===== config.mk =====
export PLATFORM = sky130hd
export DESIGN_NAME = program_sequencer_flat
export DESIGN_NICKNAME = d
export VERILOG_FILES = /design/src/rtl/program_sequencer_if.sv /design/src/rtl/program_sequencer.sv /design/src/flat_wrapper.sv
export SDC_FILE = /design/constraint.sdc
export NUM_CORES = 1
export LEC_CHECK = 0
export CORE_ASPECT_RATIO = 0.5
export CORE_MARGIN = 1.5
export CORE_UTILIZATION = 35
export DETAILED_ROUTE_END_ITERATION = 8
export PLACE_DENSITY = 0.68
export SYNTH_ARGS = -nofsm -noshare
export SYNTH_HDL_FRONTEND = slang
export SYNTH_SLANG_ARGS = --single-unit

===== constraint.sdc =====
create_clock -name clk -period 2 [get_ports clk]
set_clock_uncertainty 0.2 [all_clocks]
set_input_delay 0.4 -clock clk [delete_from_list [all_inputs] [get_ports clk]]
set_output_delay 0.4 -clock clk [all_outputs]
set_load 0.005 [all_outputs]

===== src/rtl/program_sequencer_if.sv =====
// Control/datapath bundle between the program sequencer and its
// surroundings: start/done handshake, ROM fetch, decoder hints, status.
interface program_sequencer_if #(
  parameter int pc_width    = 10,
  parameter int instr_width = 9,
  parameter int cnt_width   = 16
);
  logic                   start;
  logic [pc_width-1:0]    start_addr;
  logic [instr_width-1:0] instr_rdata;
  logic                   halt;
  logic                   mem_access;
  logic                   mem_ready;
  logic                   is_branch;
  logic                   branch_taken;
  logic [pc_width-1:0]    branch_target;
  logic [pc_width-1:0]    pc;
  logic [instr_width-1:0] instr;
  logic                   commit_en;
  logic                   busy;
  logic                   done;
  logic [cnt_width-1:0]   cycle_count;

  modport master (
    output start, start_addr, instr_rdata,
    output halt, mem_access, mem_ready,
    output is_branch, branch_taken, branch_target,
    input  pc, instr, commit_en,
    input  busy, done, cycle_count
  );

  modport slave (
    input  start, start_addr, instr_rdata,
    input  halt, mem_access, mem_ready,
    input  is_branch, branch_taken, branch_target,
    output pc, instr, commit_en,
    output busy, done, cycle_count
  );
endinterface


===== src/rtl/program_sequencer.sv =====
// Multi-cycle fetch/load/exec sequencer: owns PC and instruction
// register, strobes commits, waits on memory, redirects on BEQ.
module program_sequencer #(
  parameter int pc_width    = 10,
  parameter int instr_width = 9,
  parameter int cnt_width   = 16
) (
  input logic                clk,
  input logic                reset,
  program_sequencer_if.slave bus
);

  typedef enum logic [2:0] {
    IDLE,
    FETCH,
    LOAD,
    EXEC,
    MEM_WAIT,
    HALTED
  } state_t;

  state_t                 state;
  state_t                 state_n;
  logic [pc_width-1:0]    pc_q;
  logic [pc_width-1:0]    pc_seq;
  logic [instr_width-1:0] ir_q;
  logic [cnt_width-1:0]   cnt_q;
  logic                   accept;
  logic                   commit;
  logic                   run;

  assign run = (state == FETCH) || (state == LOAD) ||
               (state == EXEC)  || (state == MEM_WAIT);

  // Sequential PC wraps naturally at the address width.
  assign pc_seq = (bus.is_branch && bus.branch_taken)
                ? bus.branch_target
                : pc_q + 1'b1;

  always_comb begin
    state_n = state;
    accept  = 1'b0;
    commit  = 1'b0;
    unique case (state)
      IDLE, HALTED: begin
        if (bus.start) begin
          accept  = 1'b1;
          state_n = FETCH;
        end
      end
      FETCH: state_n = LOAD;
      LOAD:  state_n = EXEC;
      EXEC: begin
        if (bus.halt) begin
          state_n = HALTED;
        end else if (bus.mem_access && !bus.mem_ready) begin
          state_n = MEM_WAIT;
        end else begin
          commit  = 1'b1;
          state_n = FETCH;
        end
      end
      MEM_WAIT: begin
        if (bus.mem_ready) begin
          commit  = 1'b1;
          state_n = FETCH;
        end
      end
      default: state_n = IDLE;
    endcase
  end

  always_ff @(posedge clk or posedge reset) begin
    if (reset) begin
      state <= IDLE;
    end else begin
      state <= state_n;
    end
  end

  always_ff @(posedge clk or posedge reset) begin
    if (reset) begin
      pc_q <= '0;
    end else if (accept) begin
      pc_q <= bus.start_addr;
    end else if (commit) begin
      pc_q <= pc_seq;
    end
  end

  always_ff @(posedge clk or posedge reset) begin
    if (reset) begin
      ir_q <= '0;
    end else if (state == LOAD) begin
      ir_q <= bus.instr_rdata;
    end
  end

  // Execution cycle counter saturates instead of wrapping.
  always_ff @(posedge clk or posedge reset) begin
    if (reset) begin
      cnt_q <= '0;
    end else if (accept) begin
      cnt_q <= '0;
    end else if (run && (cnt_q != '1)) begin
      cnt_q <= cnt_q + 1'b1;
    end
  end

  assign bus.pc          = pc_q;
  assign bus.instr       = ir_q;
  assign bus.commit_en   = commit;
  assign bus.busy        = run;
  assign bus.done        = (state == HALTED);
  assign bus.cycle_count = cnt_q;

endmodule


===== src/flat_wrapper.sv =====
// flat-port wrapper written by rule: the top's interface ports become plain ports
module program_sequencer_flat 
#(
  parameter int pc_width    = 10,
  parameter int instr_width = 9,
  parameter int cnt_width   = 16
)
  (clk, reset, bus_start, bus_start_addr, bus_instr_rdata, bus_halt, bus_mem_access, bus_mem_ready, bus_is_branch, bus_branch_taken, bus_branch_target, bus_pc, bus_instr, bus_commit_en, bus_busy, bus_done, bus_cycle_count);
  program_sequencer_if #(.pc_width(pc_width), .instr_width(instr_width), .cnt_width(cnt_width)) bus_i ();
  input logic clk;
  input logic reset;
  input wire logic [$bits(bus_i.start)-1:0] bus_start;
  input wire logic [$bits(bus_i.start_addr)-1:0] bus_start_addr;
  input wire logic [$bits(bus_i.instr_rdata)-1:0] bus_instr_rdata;
  input wire logic [$bits(bus_i.halt)-1:0] bus_halt;
  input wire logic [$bits(bus_i.mem_access)-1:0] bus_mem_access;
  input wire logic [$bits(bus_i.mem_ready)-1:0] bus_mem_ready;
  input wire logic [$bits(bus_i.is_branch)-1:0] bus_is_branch;
  input wire logic [$bits(bus_i.branch_taken)-1:0] bus_branch_taken;
  input wire logic [$bits(bus_i.branch_target)-1:0] bus_branch_target;
  output wire logic [$bits(bus_i.pc)-1:0] bus_pc;
  output wire logic [$bits(bus_i.instr)-1:0] bus_instr;
  output wire logic [$bits(bus_i.commit_en)-1:0] bus_commit_en;
  output wire logic [$bits(bus_i.busy)-1:0] bus_busy;
  output wire logic [$bits(bus_i.done)-1:0] bus_done;
  output wire logic [$bits(bus_i.cycle_count)-1:0] bus_cycle_count;
  assign bus_i.start = bus_start;
  assign bus_i.start_addr = bus_start_addr;
  assign bus_i.instr_rdata = bus_instr_rdata;
  assign bus_i.halt = bus_halt;
  assign bus_i.mem_access = bus_mem_access;
  assign bus_i.mem_ready = bus_mem_ready;
  assign bus_i.is_branch = bus_is_branch;
  assign bus_i.branch_taken = bus_branch_taken;
  assign bus_i.branch_target = bus_branch_target;
  assign bus_pc = bus_i.pc;
  assign bus_instr = bus_i.instr;
  assign bus_commit_en = bus_i.commit_en;
  assign bus_busy = bus_i.busy;
  assign bus_done = bus_i.done;
  assign bus_cycle_count = bus_i.cycle_count;
  program_sequencer #(.pc_width(pc_width), .instr_width(instr_width), .cnt_width(cnt_width)) u_core (.clk(clk), .reset(reset), .bus(bus_i));
endmodule

==> key figures <==
Run status
  – Status: finished with violations
  – Failing checks: negative setup slack

Yosys
  – Mapped Area: around 2200 sq um
  – Mapped Cells: between 200 and 250
  – Syn nets: 268
  – Synth cell types: 52
  – Sequential share of the synthesized area: 0.4282
  – #FFs+latches synth: 38
  – Synth Area per Inst: slightly below 10 sq um
  – Yosys warns: 0

Setup path
  – Worst EP required: roughly 1.4 ns
  – CP cell instances: clkdlybuf4s50_1, nand2b_4, a41oi_2, inv_1, buf_2
  – Worst r2r src: u_core.state[0]
  – Critical path arrival: approximately 1.4 ns
  – Worst Path Max Fanout: 2
  – Critical Path Start Type: input port
  – Slowest stage delay, CP: around 0.5 ns
  – CP Capture Type: primary output
  – Critical path type: in -> out
  – Crit path launch: bus_mem_access
  – Worst path slowest cell: clkdlybuf4s50_1

Power
  – Power share of the clock group: 0.175
  – Leakage: approximately 1.5 nW
  – Flop pwr share: 0.289
  – VDD IR max: roughly 0.51 mV
  – Switching Share: 0.3518
  – Switching power: ~1.6 mW
  – P per Cell Area: 1274 nW/um^2
  – Total chip power: around 4.6 mW
  – Power Internal: 2.971 mW
  – Comb pwr share: 0.535

GRT
  – Pin count of the biggest net entering global routing: 39
  – GRT Util Overall: 0.1914
  – Initial antenna violation count: 0
  – Gr ovfl total: 0
  – First-pass GRT wire length: ~10000 um
  – Vias in the first global route: around 2200

Place
  – Port bufs: 74
  – Routability Congestion: ~0.85
  – Dpl cell area: ~3300 sq um
  – DP HPWL: roughly 4700 um

Final layout
  – Number of diodes: 0
  – Share of post-route cells with drive strength above 1: 0.2566
  – Fin area: approximately 3600 sq um
  – P&R area growth vs syn: 62.03%
  – Final #Nets: ~380
  – Area of the multi-input gates: 1277 sq um
  – Sequential Area: about 950 sq um
  – Fillers: around 540
  – Post-layout util: 0.5893

STA
  – Final min period: between 2 and 2.5 ns
  – Final Worst Setup Slack: -0.01694 ns
  – Tcrit/Tclk final: 1.008
  – Setup TNS Final: -0.01694 ns
  – Fmax: a little under 500 MHz
  – Final Max Tran Viols: 0
  – Unrepaired setup endpoints after global routing: true
  – Final count of negative-setup-slack endpoints: 1
  – Worst-Margin Slew: 0.5608 ns
  – Rel. slew slack: 0.6222
  – Final hold vios: 0
  – Fin Hold WS: roughly 0.29 ns

Floorplanning
  – I/O Pins: 75
  – Effective utilization at floorplan: 0.3637
  – Die height: between 50 and 60 um
  – Site row count: 20
  – Die Width: roughly 120 um
  – Core area: a little over 6000 sq um
  – Die area: slightly below 7000 sq um

Clock network
  – Clock Tree Buf Depth: 2
  – Clk sinks: 38
  – Hold buffer count at cts: 0
  – Num CTS Buffers: 5
  – Clock root buffer: clkbuf_16
  – CTS H-tree depth: 2
  – Clk_lat worst skew: between 0.2 and 0.3 ns
  – Reg clk slew, reported paths: 0.06 ns
  – CTS tree: yes

Drt
  – Mean routed wirelength per cell: 15.06 um
  – Vias/cell: 5.367
  – Drt total wl: 6489 um
  – Detailed-route via count: 2313
  – Number of remaining DRC errors: 0
  – Initial DRC Count: roughly 100
  – Drt first pass iters: 4
  – DRT antenna net count: 0

Hold path
  – HP Class: in -> async

Run
  – Maxcap violations: 0
-- routing by layer --
layer	vias to the layer above	share of wire	global-route usage	routed length, um
li1	1105	-	-	-
met2	60	0.51	0.3432	3327
met5	-	0	0	0
met4	0	0.012	0.05401	76
met3	12	0.034	0.03783	222
met1	1136	0.44	0.2397	2862
-- cell type report --
cell class,count,share of cell area
repair buffers,116,0.3018
flip-flops and latches,38,0.2643
clock buffers,6,0.03860
well taps,88,0.03060
clock inverters,2,0.003477
inverters,6,0.006259
multi-input cells,175,0.3550
-- power groups by stage --
| stage | clock network, mW | logic (mW) | registers, mW |
|---|---|---|---|
| global route | 0.853 | 2.66 | 1.37 |
| CTS | 0.819 | 2.38 | 1.33 |
| global placement | 0 | 2.23 | 1.32 |
| finish | 0.804 | 2.45 | 1.33 |
| floorplan | 0 | 1.10 | 1.33 |
| detailed placement | 0 | 2.29 | 1.34 |
-- cell families after synthesis --
| group | Yosys count | synth area share |
|---|---|---|
| and+or+nand+nor | 89 | 0.2366 |
| AOI/OAI and AO/OA | 69 | 0.2152 |
| DFF | 38 | 0.4282 |
| buffers and inverters | 16 | 0.03662 |
| muxes | 13 | 0.06423 |
| xor gates and xnor gates | 2 | 0.007889 |
| adders and majority gates | 2 | 0.01127 |
-- through the flow --
stage | setup slack (ns) | cells
global placement | -0.3929 | 418
floorplan | 0.1057 | 229
CTS | -0.06113 | 429
detailed placement | -0.3998 | 418
finish | -0.01694 | 431
global route | -0.06495 | 431
-- placed cells by master (no fill, tap or decap), types with 3 or more instances in the layout --
cell type	Yosys	layout
nor3_1	5	5
mux2_2	10	10
nand2_1	19	19
a31oi_1	5	5
or3_4	2	4
inv_1	6	6
o21ai_0	18	18
dfrtp_1	38	38
clkbuf_16	0	5
nand3_1	7	7
and3_1	5	5
a221o_1	5	5
mux2i_1	3	3
o31ai_1	7	6
a311oi_1	3	3
and2_1	4	3
clkdlybuf4s50_1	0	70
nand4_1	3	3
buf_4	2	36
a21oi_1	13	9
nand2b_1	4	3
or4_1	6	4
nor2_1	13	13
a21oi_2	1	5
or3_1	6	4
buf_6	1	5
-- repair_timing --
item / in CTS / in global routing
buffers inserted: 3 / 2
endpoints found under the setup margin: 6 / 15
pin swaps: 3 / 13
gates resized for setup: 18 / 17
-- synthesized netlist by cell type, drive strengths merged --
cell type / n / share of area
dfrtp: 38 / 0.43
nand2: 19 / 0.032
o21ai: 19 / 0.045
nor2: 15 / 0.028
a21oi: 14 / 0.033
mux2: 10 / 0.051
buf: 8 / 0.023
or3: 8 / 0.027
nand3: 7 / 0.016
o31ai: 7 / 0.024
and3: 6 / 0.019
inv: 6 / 0.010
nand4: 6 / 0.025
or4: 6 / 0.020
a221o: 5 / 0.023
a31oi: 5 / 0.014
and2: 5 / 0.015
nor3: 5 / 0.011
nand2b: 4 / 0.011
a311oi: 3 / 0.012
mux2i: 3 / 0.014
o311ai: 3 / 0.012
a311o: 2 / 0.0090
clkbuf: 2 / 0.0034
ha: 2 / 0.011
nor2b: 2 / 0.0056
nor3b: 2 / 0.0068
o41ai: 2 / 0.0079
xnor2: 2 / 0.0079
a211oi: 1 / 0.0034
a21boi: 1 / 0.0034
a221oi: 1 / 0.0039
a41oi: 1 / 0.0073
and3b: 1 / 0.0039
and4: 1 / 0.0039
and4bb: 1 / 0.0056
nor4: 1 / 0.0056
o2111a: 1 / 0.0051
o2111ai: 1 / 0.0039
o211ai: 1 / 0.0034
o21bai: 1 / 0.0034
o22ai: 1 / 0.0028
-- state kept, by name, summed over array words and instances, names as in the netlist --
| register | flops |
|---|---|
| u_core.bus.cycle_count | 16 |
| u_core.state | 3 |
| u_core.bus.instr | 9 |
| u_core.bus.pc | 10 |
-- critical path, delay by kind of cell --
kind	cells	cell delay, ns
AOI/OAI and AO/OA	1	0.22
buffers and inverters	3	0.72
and+or+nand+nor	1	0.06
-- worst paths after layout --
| kind | endpoint | slack (ns) | cells after the start |
|---|---|---|---|
| setup reg to reg | u_core.bus.cycle_count[7] | 0.01 | 7 |
| setup / recovery | bus_commit_en | -0.02 | 5 |
| hold / removal | u_core.state[1] | 0.29 | 3 |
| max in group asynchronous | u_core.bus.cycle_count[2] | 1.12 | 3 |
| hold reg to reg | u_core.bus.instr[4] | 0.30 | 1 |
| min in group clk | u_core.bus.instr[4] | 0.30 | 1 |
No activity file was read; power rests on OpenSTA's default activity.
